**src/rtl/add_arb_pkg.sv**
```systemverilog
// -----------------------------------------------------------------------------
// add_arb_pkg
// Shared types and width helpers for the round-robin accumulating-adder
// scheduler (add_arb_n_m) and its round-robin picker (rr_pick_n).
//   state_e : scheduler FSM states
//   id_w()  : width of a requester index for R requesters
//   cnt_w() : width of the in-burst word counter for M words
// -----------------------------------------------------------------------------
package add_arb_pkg;

  typedef enum logic [1:0] {
    IDLE = 2'd0,
    BUSY = 2'd1,
    DONE = 2'd2
  } state_e;

  // Index width for n items, never below 1 bit so ports stay legal.
  function automatic int idx_w(input int n);
    return (n > 1) ? $clog2(n) : 1;
  endfunction

  function automatic int id_w(input int r);
    return idx_w(r);
  endfunction

  function automatic int cnt_w(input int m);
    return idx_w(m);
  endfunction

endpackage

```
**src/rtl/rr_pick_n.sv**
```systemverilog
// -----------------------------------------------------------------------------
// rr_pick_n
// Combinational round-robin picker. Returns the first asserted request found
// when searching ptr_i, ptr_i+1, ... wrapping modulo R.
//   req_i [R]    : request vector
//   ptr_i [ID_W] : search start position (must be < R)
//   any_o        : at least one request is asserted
//   idx_o [ID_W] : winning index (only meaningful when any_o=1)
// -----------------------------------------------------------------------------
module rr_pick_n
  import add_arb_pkg::*;
#(
  parameter  int R    = 4,
  localparam int ID_W = id_w(R)
) (
  input  logic [R-1:0]    req_i,
  input  logic [ID_W-1:0] ptr_i,
  output logic            any_o,
  output logic [ID_W-1:0] idx_o
);

  // Position k steps after base, wrapped into 0..R-1.
  function automatic logic [ID_W-1:0] rot(input logic [ID_W-1:0] base, input int k);
    int s;
    s = int'(base) + k;
    if (s >= R) s = s - R;
    return ID_W'(s);
  endfunction

  always_comb begin
    any_o = |req_i;
    idx_o = ptr_i;
    // Scan from the farthest candidate back towards ptr so the nearest wins.
    for (int k = R - 1; k >= 0; k--) begin
      if (req_i[rot(ptr_i, k)]) idx_o = rot(ptr_i, k);
    end
  end

endmodule

```
**src/rtl/add_arb_n_m.sv**
```systemverilog
// -----------------------------------------------------------------------------
// add_arb_n_m
// Round-robin scheduler sharing one N-bit accumulating adder among R
// requesters. A granted requester hands over exactly M words, one per ack_o
// handshake; the words are summed with a carry that is sticky across the
// burst, and the result is offered on a valid/ready port tagged with the
// requester id.
//   clk_i, rst_i  : clock (rising edge), asynchronous active-high reset
//   req_i  [R]    : per-requester word-valid
//   data_i [R][N] : per-requester word
//   ack_o  [R]    : one-hot, word on data_i[r] consumed this cycle
//   busy_o        : a burst is in progress or its result is pending
//   sum_o  [N]    : burst sum (low N bits), valid with valid_o
//   c_o           : sticky carry-out of the burst
//   id_o          : requester that produced the result
//   valid_o       : result available
//   ready_i       : consumer accepts the result when valid_o & ready_i
// -----------------------------------------------------------------------------
module add_arb_n_m
  import add_arb_pkg::*;
#(
  parameter  int N     = 32,
  parameter  int M     = 4,
  parameter  int R     = 4,
  localparam int ID_W  = id_w(R),
  localparam int CNT_W = cnt_w(M)
) (
  input  logic            clk_i,
  input  logic            rst_i,
  input  logic [R-1:0]    req_i,
  input  logic [N-1:0]    data_i [0:R-1],
  output logic [R-1:0]    ack_o,
  output logic            busy_o,
  output logic [N-1:0]    sum_o,
  output logic            c_o,
  output logic [ID_W-1:0] id_o,
  output logic            valid_o,
  input  logic            ready_i
);

  state_e            state_q, state_d;
  logic [ID_W-1:0]   ptr_q, ptr_d;
  logic [ID_W-1:0]   gnt_q, gnt_d;
  logic [CNT_W-1:0]  cnt_q, cnt_d;
  logic [N-1:0]      acc_q, acc_d;
  logic              carry_q, carry_d;

  logic              any_req;
  logic [ID_W-1:0]   winner;
  logic              accept;
  logic              last_word;
  logic [N:0]        sum_ext;

  rr_pick_n #(
    .R (R)
  ) u_pick (
    .req_i (req_i),
    .ptr_i (ptr_q),
    .any_o (any_req),
    .idx_o (winner)
  );

  // A word is consumed only from the granted requester while in BUSY; other
  // requesters are invisible until the scheduler returns to IDLE.
  assign accept    = (state_q == BUSY) && req_i[gnt_q];
  assign last_word = (cnt_q == CNT_W'(M - 1));
  assign sum_ext   = {1'b0, acc_q} + {1'b0, data_i[gnt_q]};

  // State register
  always_ff @(posedge clk_i or posedge rst_i) begin
    if (rst_i) state_q <= IDLE;
    else       state_q <= state_d;
  end

  // Next-state logic
  always_comb begin
    state_d = state_q;
    case (state_q)
      IDLE:    if (any_req)             state_d = BUSY;
      BUSY:    if (accept && last_word) state_d = DONE;
      DONE:    if (ready_i)             state_d = IDLE;
      default:                          state_d = IDLE;
    endcase
  end

  // Output logic
  always_comb begin
    ack_o   = '0;
    busy_o  = (state_q != IDLE);
    valid_o = (state_q == DONE);
    sum_o   = '0;
    c_o     = 1'b0;
    id_o    = '0;
    if (state_q == BUSY) ack_o[gnt_q] = req_i[gnt_q];
    if (state_q == DONE) begin
      sum_o = acc_q;
      c_o   = carry_q;
      id_o  = gnt_q;
    end
  end

  // Datapath next-state: grant capture, accumulation, counter, pointer
  always_comb begin
    ptr_d   = ptr_q;
    gnt_d   = gnt_q;
    cnt_d   = cnt_q;
    acc_d   = acc_q;
    carry_d = carry_q;
    case (state_q)
      IDLE: begin
        if (any_req) begin
          gnt_d   = winner;
          cnt_d   = '0;
          acc_d   = '0;
          carry_d = 1'b0;
        end
      end
      BUSY: begin
        if (accept) begin
          acc_d   = sum_ext[N-1:0];
          carry_d = carry_q | sum_ext[N];
          cnt_d   = last_word ? '0 : cnt_q + CNT_W'(1);
        end
      end
      DONE: begin
        // The requester just served drops to the back of the rotation.
        if (ready_i) ptr_d = (gnt_q == ID_W'(R - 1)) ? '0 : gnt_q + ID_W'(1);
      end
      default: ;
    endcase
  end

  always_ff @(posedge clk_i or posedge rst_i) begin
    if (rst_i) begin
      ptr_q   <= '0;
      gnt_q   <= '0;
      cnt_q   <= '0;
      acc_q   <= '0;
      carry_q <= 1'b0;
    end else begin
      ptr_q   <= ptr_d;
      gnt_q   <= gnt_d;
      cnt_q   <= cnt_d;
      acc_q   <= acc_d;
      carry_q <= carry_d;
    end
  end

endmodule

```
**config.mk**
```make
export PLATFORM = sky130hd
export DESIGN_NAME = add_arb_n_m
export DESIGN_NICKNAME = d
export VERILOG_FILES = /design/src/rtl/add_arb_pkg.sv /design/src/rtl/rr_pick_n.sv /design/src/rtl/add_arb_n_m.sv
export SDC_FILE = /design/constraint.sdc
export NUM_CORES = 1
export LEC_CHECK = 0
export CORE_ASPECT_RATIO = 0.5
export CORE_UTILIZATION = 35
export DETAILED_ROUTE_END_ITERATION = 10
export HOLD_SLACK_MARGIN = 0.15
export PLACE_DENSITY = 0.71
export SLEW_MARGIN = 20
export SYNTH_ARGS = -nofsm -noshare
export SYNTH_HDL_FRONTEND = slang
export SYNTH_SLANG_ARGS = --single-unit
export TNS_END_PERCENT = 100
```
**constraint.sdc**
```tcl
create_clock -name clk_i -period 3.71 [get_ports clk_i]
set_input_delay 0.5565 -clock clk_i [delete_from_list [all_inputs] [get_ports clk_i]]
set_output_delay 0.5565 -clock clk_i [all_outputs]
set_load 0.02 [all_outputs]
```
# == Word level (Yosys, flattened, before mapping) ==
# Index checks and enable logic that the tools add are counted.
# op_classes
add_sub_neg,10
bitwise_logic,3
magnitude_cmp,11
n_eq_ne,8
n_reduce_logical,11
mux,42
# op_table
op,count
32-bit 2-to-1 mux,5
32-bit binary-select mux with 2-bit select,1
32-bit one-hot mux with 2 select lines,1
32-bit by 32-bit adder with 33-bit output,1
2-bit 2-to-1 mux,16
2-bit by 3-bit < comparator with 1-bit output (second input constant),5
3-bit >= comparator (second input constant),4
1-bit binary-select mux with 2-bit select,5
1-bit 2-to-1 mux,9
2-bit by 1-bit subtractor with 2-bit output (second input constant),4
2-bit by 2-bit adder with 3-bit output (second input constant),2
2-bit equality test (second input constant),3
2-bit one-hot mux with 3 select lines,1
3-bit AND reduction,2
2-bit by 1-bit adder with 2-bit output (second input constant),2
4-bit bitwise AND,1
4-bit 2-to-1 mux,1
2-bit by 1-bit != test with 1-bit output (second input constant),2
2-bit != test (second input constant),2
2-bit one-hot mux with 2 select lines,1
2-bit AND reduction,2
2-bit nonzero test,2
4-bit OR reduction,1
2-bit by 1-bit adder with 3-bit output (second input constant),1
other kinds (9),11
# word_totals
elab_cells,91
out_inout_bits,41
input_bits,135
regBits,41

# == Depth between registers and ports, before layout ==
# Gate-level depths: netlist of run 1.
# depth
ltp_word,9
mapped_depth,12
mapped_depth_nobuf,11

# == Cells and area by module ==
# From an unflattened synthesis of run 1, not the netlist that was laid out.
# unflattened
hier_cells,502
area_unflattened_um2,4565.6
# modules_own_cells
mod,n_inst,area_each_um2,seq_area_each_um2,cells_each
add_arb_n_m,1,4474.3,1026.0,487
rr_pick_n,1,91.3,0.0,15

# == Least setup slack after synthesis of run 1 ==
# Ideal clock, no wire load.
# synth_timing
path_type,register to register
from,register gnt_q[0]
to,register acc_q[30]
period_less_slack_ns,3.243
slack_ns,0.467
setup_ns,0.087
t_required_ns,3.623
arrival_time_ns,3.156
path_stages_with_launch,13
path_buffers,3
cell_sequence,dfrtp_1 -> buf_6 -> buf_1 -> mux4_2 -> ha_1 -> buf_2 -> a21o_1 -> a21o_1 -> a21o_1 -> a211oi_1 -> o31ai_1 -> a2111o_1 -> o211ai_1
# synth_between
elab_chain_cells,7
elab_cells_between_ends,12
cone_classes,add/sub: 1; eq/ne: 1; mux: 7; bitwise: 1; reduce/logical: 2
# synth_rtl
element,line_no,text
start: declaration,add_arb_n_m.sv:43,"logic [ID_W-1:0] gnt_q, gnt_d;"
start signal: assignment,add_arb_n_m.sv:142,gnt_q <= gnt_d;
2-bit inverter with 3-bit output (not written as such),add_arb_n_m.sv:67,"assign sum_ext = {1'b0, acc_q} + {1'b0, data_i[gnt_q]};"
32-bit binary-select mux with 2-bit select,add_arb_n_m.sv:67,
32-bit 2-to-1 mux (not written as such) (2 in series),add_arb_n_m.sv:67,
32-bit by 32-bit adder with 33-bit output,add_arb_n_m.sv:67,
32-bit 2-to-1 mux,add_arb_n_m.sv:119,if (accept) begin
32-bit one-hot mux with 2 select lines,add_arb_n_m.sv:109,case (state_q)
end signal: assignment,add_arb_n_m.sv:138,acc_q <= '0;
end signal: assignment,add_arb_n_m.sv:144,acc_q <= acc_d;
end: declaration,add_arb_n_m.sv:45,"logic [N-1:0] acc_q, acc_d;"
# Parallel ways exist; a longest one is shown, timed or not. The select of a mux whose other input is x is not followed.
# A chain may end at the register's enable or synchronous reset.

# == Worst setup path after layout of run 1 ==
# layout_timing
from,register gnt_q[0]
to,register acc_q[29]
# The elaborated chain is that of the path after synthesis.

==> results of run 1 <==
## synth_stat cells, types with 3 or more instances
cell	instances	area (um2)
nand2_1	45	169
dfrtp_1	41	1030
a21oi_1	40	200
nand3_1	40	200
ha_1	37	463
o21ai_0	37	185
and2_1	36	225
mux4_2	33	743
nor2_1	28	105
inv_1	21	78.8
clkbuf_1	14	52.6
buf_2	11	55.1
a21o_1	10	75.1
xor2_1	10	87.6
nor3_1	9	45.0
nand4_1	8	50.1
and3_1	7	43.8
o21a_1	7	52.6
o31ai_1	7	52.6
xnor2_1	7	61.3
a211oi_1	6	45.0
nand2b_1	5	31.3
nor2b_1	5	31.3
o211ai_1	5	37.5
a211o_1	3	26.3
a21boi_0	3	22.5
a31oi_1	3	18.8
nand2_2	3	18.8
o21bai_1	3	22.5
o22ai_1	3	18.8
## layout make-up
cell class	instances	area, um2
fill	1192	6060
multi-input combinational	440	3460
timing repair buffer	190	1890
sequential	41	1030
tap	170	213
clock buffer	5	125
inverter	21	78.8
clock inverter	3	25.0
## power groups by stage
stage | combinational [uW] | clock [uW] | sequential, uW
after global placement | 4480 | 0 | 884
after CTS | 4590 | 470 | 884
after global routing | 5130 | 494 | 917
final | 4630 | 466 | 884
after detailed placement | 4570 | 0 | 891
after floorplan | 3520 | 0 | 785
## flip-flops by register name, summed over array words and instances, names as in the netlist
name	flops
acc_q	32
carry_q	1
cnt_q	2
gnt_q	2
ptr_q	2
state_q	2
## worst max-delay path, stage by stage, from the launching register on
cell	delay, ns
dfrtp_2	0.59
buf_4	0.31
mux4_2	0.55
ha_1	0.42
a21oi_1	0.34
o21ai_1	0.18
a21boi_0	0.20
o21ai_0	0.15
nor3_1	0.25
xor2_1	0.16
o21ai_0	0.09
## worst min path at each step
| stage | startpoint | endpoint | slack [ns] | cells after the start |
|---|---|---|---|---|
| after floorplan | cnt_q[0] | cnt_q[0] | 0.46 | 1 |
| after global placement | cnt_q[0] | cnt_q[0] | 0.48 | 1 |
| after detailed placement | cnt_q[0] | cnt_q[0] | 0.48 | 1 |
| after CTS | cnt_q[0] | cnt_q[0] | 0.50 | 1 |
| after global routing | cnt_q[0] | cnt_q[0] | 0.53 | 1 |
| final | cnt_q[0] | cnt_q[0] | 0.50 | 1 |
## placed cells by master (no fill, tap or decap), types with 9 or more instances in the layout
cell             instances
nor2_1                  28
a21oi_1                 40
nand2_1                 45
o21ai_0                 36
xor2_1                  10
and2_1                  36
inv_1                   21
dfrtp_1                 39
ha_1                    37
clkdlybuf4s50_1        175
buf_4                   13
nand3_1                 40
nor3_1                   9
mux4_2                  33
a21o_1                  10
## stage by stage
| stage | total power (uW) | std cells | worst slack (ns) | area, um2 |
|---|---|---|---|---|
| 6_report | 5970 | 870 | 0.317 | 6820 |
| 5_1_grt | 6540 | 870 | 0.0267 | 6820 |
| 4_1_cts | 5950 | 870 | 0.279 | 6820 |
| 3_5_place_dp | 5460 | 862 | 0.212 | 6670 |
| 3_3_place_gp | 5360 | 862 | 0.260 | 6670 |
| 2_1_floorplan | 4310 | 532 | 0.467 | 4710 |
## what timing repair did
| action | CTS | global route |
|---|---|---|
| hold endpoints to repair | 0 | 0 |
| resized for setup | 0 | 1 |
| setup endpoints to repair | 0 | 1 |
## metal layers
metal	global-route usage (%)	up-vias	routed length, um
met5	0	-	0
met4	3.48	0	106
met3	3.60	10	854
met2	34.9	159	6810
met1	30.0	2370	6790
li1	-	2335	-
## kinds of logic after synthesis
family          after synthesis
simple gates                197
mux                          35
fa+ha+maj                    38
xor+xnor                     17
buf+inv                      51
flops                        41
compound gates              153
==> flow_summary.ini, run 1 <==
[status]
outcome = finished, violations left
violations = DRC

[power]
p_clk_share_pct = 7.8
sw_frac_of_total_pct = 51.6
p_int_uw = 2890
p_leak_uw = 0.00277
pwr-share-seq_pct = 14.8
ir_drop_mv = 0.345
p_switching_uw = 3080
p_comb_share_pct = 77.4
p_per_area_mw_per_mm2 = 876

[critical_path]
rr_worst_depth = 10
crit_start = gnt_q[0]
crit_path_start_kind = flop
endpoint = acc_q[29]
worstPathArrival_ns = 3.55
r2r_start = gnt_q[0]
rr_endpoint = acc_q[29]
critPathKind = reg2reg
crit_fanout = 9
critPathCaptureType = flop
r2r_slack_ns = 0.32
required_ns = 3.86

[global_routing]
antenna_found_initial = 0
grt_pass1_vias = 4747
grt_max_degree = 44
overflow = 0
grt.total_usage_pct = 21.4
grt_pass1_wl_mm = 24.0

[timing]
fin_setup_tns_ns = 0
rsz0062_at_grt = no
drv_slew = 0
fin_skew_ns = 0.00263
worst_pin_slew_ns = 0.791
hold_viol = 0
relSlewSlack_pct = 47.3
timing.final.crit_share_pct = 91.5
fin_hold_ws_ns = 0.501
layout_min_cycle_time_ns = 3.39
clock.fmax_mhz = 295
finalSetupViolCount = 0

[min_path]
hold_path_class = reg2reg

[logic_synthesis]
async_flop_share_pct = 100
seq_area_frac_synth_pct = 21.8
synth_compound_area_share_pct = 22.3
synth_top_family_by_area = compound AO/OA/AOI/OAI gates
ys.flop_type = dfrtp_1
synthesis.area_mm2 = 0.00471
synth_seq_cells = 41
syn_nets = 705
synth.avg_cell_area_um2 = 8.85
synth_xor_area_share_pct = 3.16
synth_fa_ha_area_share_pct = 10.3
synth-edff-count = 0
synthMuxAreaShare_pct = 16.2
yosys_warnings = 0
ys_types = 65
synthCells = 532
yosys.area_share.simple_pct = 21.5

[clocking]
clk_latency_ns = 0.29
clk_pin_slew_ns = 0.07
cts_buffer_depth = 2
cts_tree = built
htreeDepth = 2
clockRootBuffer = clkbuf_16
cts.sinks = 41
post_cts_buffers = 0
numCtsBuffers = 5
ctsHoldBuffers = 0

[floorplanning]
die_area_mm2 = 0.0140
die_h_um = 84.0
core_mm2 = 0.0129
die_x_um = 166
ios = 176
num_rows = 29
start_util_pct = 36.6

[final_layout]
finish.utilization_pct = 53.0
syn2layout_area_growth_pct = 44.8
nets = 872
drive_above_1_share_pct = 11.0
n_antenna_cell = 0

[drt]
drt-initial-drc-count = 340
ant_nets = 0
vias = 4874
drc = 5
dr.pass1.iters = 8
viasPerCell = 5.60
routedWlPerCell_um = 16.7
routed_wl_mm = 14.6

[job]
cap_violations = 0

[place]
gp_congestion = 0.915
port_buffers = 175
hpwl_mm = 11.8
(Power assumes the default switching activity.)
==> run 2: changes to the inputs <==
--- a/config.mk
+++ b/config.mk
@@ -5,9 +5,10 @@
 export SDC_FILE = /design/constraint.sdc
 export NUM_CORES = 1
 export LEC_CHECK = 0
-export CORE_ASPECT_RATIO = 0.5
+export CORE_ASPECT_RATIO = 0.6
 export CORE_UTILIZATION = 35
 export DETAILED_ROUTE_END_ITERATION = 10
+export GPL_ROUTABILITY_DRIVEN = 0
 export HOLD_SLACK_MARGIN = 0.15
 export PLACE_DENSITY = 0.71
 export SLEW_MARGIN = 20
==> run 2 against run 1 <==
Against the previous run: the run now ends clean; clock-buffer cell count stayed put; via count is 0.27% higher; fmax is 2.7% lower.
==> flow_summary.ini, run 2 (synthesized netlist as in run 1, its figures left out) <==
[timing]
clock.fmax_mhz = 287
hold_viol = 0
fin_setup_tns_ns = 0
layout_min_cycle_time_ns = 3.49
rsz0062_at_grt = no
fin_hold_ws_ns = 0.505
fin_skew_ns = 0.00878
drv_slew = 0
finalSetupViolCount = 0
worst_pin_slew_ns = 0.769
finalWorstSetupSlack_ns = 0.222
relSlewSlack_pct = 48.7
timing.final.crit_share_pct = 94.0

[global_routing]
grtUsageMet1_pct = 30.5
grt_pass1_vias = 4934
grt.total_usage_pct = 21.8
overflow = 0
grt_use_met2_pct = 34.2
met3_usage_pct = 4.68
grt_max_degree = 42
antenna_found_initial = 0
grt_pass1_wl_mm = 24.0
grt.busiest_layer = met2

[clocking]
ctsHoldBuffers = 0
clk_latency_ns = 0.30
htreeDepth = 2
post_cts_buffers = 0
cts_resized = 0
numCtsBuffers = 5
clk_pin_slew_ns = 0.07
clockRootBuffer = clkbuf_16
cts.sinks = 41
cts_buffer_depth = 2
cts_tree = built

[floorplanning]
die_area_mm2 = 0.0139
die_x_um = 152
die_h_um = 91.9
num_rows = 32
start_util_pct = 36.3
ios = 176
core_mm2 = 0.0130

[final_layout]
largest-register = acc_q
nets = 870
drive_above_1_share_pct = 10.7
largest_reg_flops = 32
multi_input_area_mm2 = 0.00346
stdcell_count = 868
fillers = 1202
postLayoutCellArea_mm2 = 0.00680
syn2layout_area_growth_pct = 44.4
regArea_mm2 = 0.00103
final_common_cell = clkdlybuf4s50_1
most-common-layout-cells = clkdlybuf4s50_1, nand2_1, nand3_1, a21oi_1, dfrtp_1
n_antenna_cell = 0

[drt]
drt-initial-drc-count = 375
viasPerCell = 5.63
drc = 0
ant_nets = 0
routed_wl_mm = 14.9
dr.pass1.iters = 5
routedWlPerCell_um = 17.1
vias = 4887

[critical_path]
cp.depth = 10
critPathCaptureType = flop
cpPeakStageDelay_ns = 0.62
crit_buf_inv = 1
crit_path_start_kind = flop
crit_fanout = 16
rr_worst_depth = 10
crit_chain = buf_12, mux4_2, ha_1, nand4_1, nor2_1, nand3_1, a2111oi_0, nor3_1, xor2_1, o21ai_0
critPathSlowestCell = dfrtp_4
required_ns = 3.92
worstPathArrival_ns = 3.70
critPathKind = reg2reg
path_delay_family = simple AND/OR/NAND/NOR gates

[job]
cap_violations = 0

[power]
ir_drop_mv = 0.326
p_leak_uw = 0.00276
p_per_area_mw_per_mm2 = 881

[place]
dp_slack_ns = 0.193
dp.cells = 860
postPlaceCellArea_mm2 = 0.00665
port_buffers = 175
hpwl_mm = 12.0

[min_path]
min_path_cells = 1
hold_path_class = reg2reg

[status]
outcome = completed
==> run 2: per-layer routing <==
layer,vias to the layer above,wire (um)
met3,16,1420
li1,2332,-
met5,-,0
met1,2298,6780
met2,241,6530
met4,0,134
==> run 2: final timing paths <==
path / slack, ns / end / from
max in group asynchronous: 2.60 / gnt_q[0] / rst_i
min: 0.51 / cnt_q[0] / cnt_q[0]
min reg2reg: 0.51 / cnt_q[0] / cnt_q[0]
max: 0.22 / acc_q[29] / gnt_q[0]
max reg2reg: 0.22 / acc_q[29] / gnt_q[0]
min in group asynchronous: 0.69 / ptr_q[1] / rst_i
==> run 2: cell type report <==
class | instances | area share (%)
clock buffer | 5 | 1.84
clock inverter | 3 | 0.423
inverter | 21 | 1.16
multi-input combinational | 440 | 50.9
sequential | 41 | 15.2
tap | 170 | 3.13
timing repair buffer | 188 | 27.4
==> run 2: power by group <==
group | internal, uW | switching [uW] | total, uW
registers | 675 | 229 | 905
clock network | 259 | 216 | 476
logic | 1940 | 2670 | 4610
==> run 2: worst reg2reg max path, stage by stage, from the launching register on <==
cell and delay (ns):
dfrtp_4 0.62, buf_12 0.23, mux4_2 0.55, ha_1 0.48, nand4_1 0.22, nor2_1 0.20
nand3_1 0.14, a2111oi_0 0.50, nor3_1 0.13, xor2_1 0.16, o21ai_0 0.18
==> run 2: through the flow <==
step	util (%)	total power (uW)
finish	52.4	5990
floorplan	-	4310
detailed placement	51.2	5460
global placement	51.2	5310
global route	52.4	6540
CTS	52.4	5960
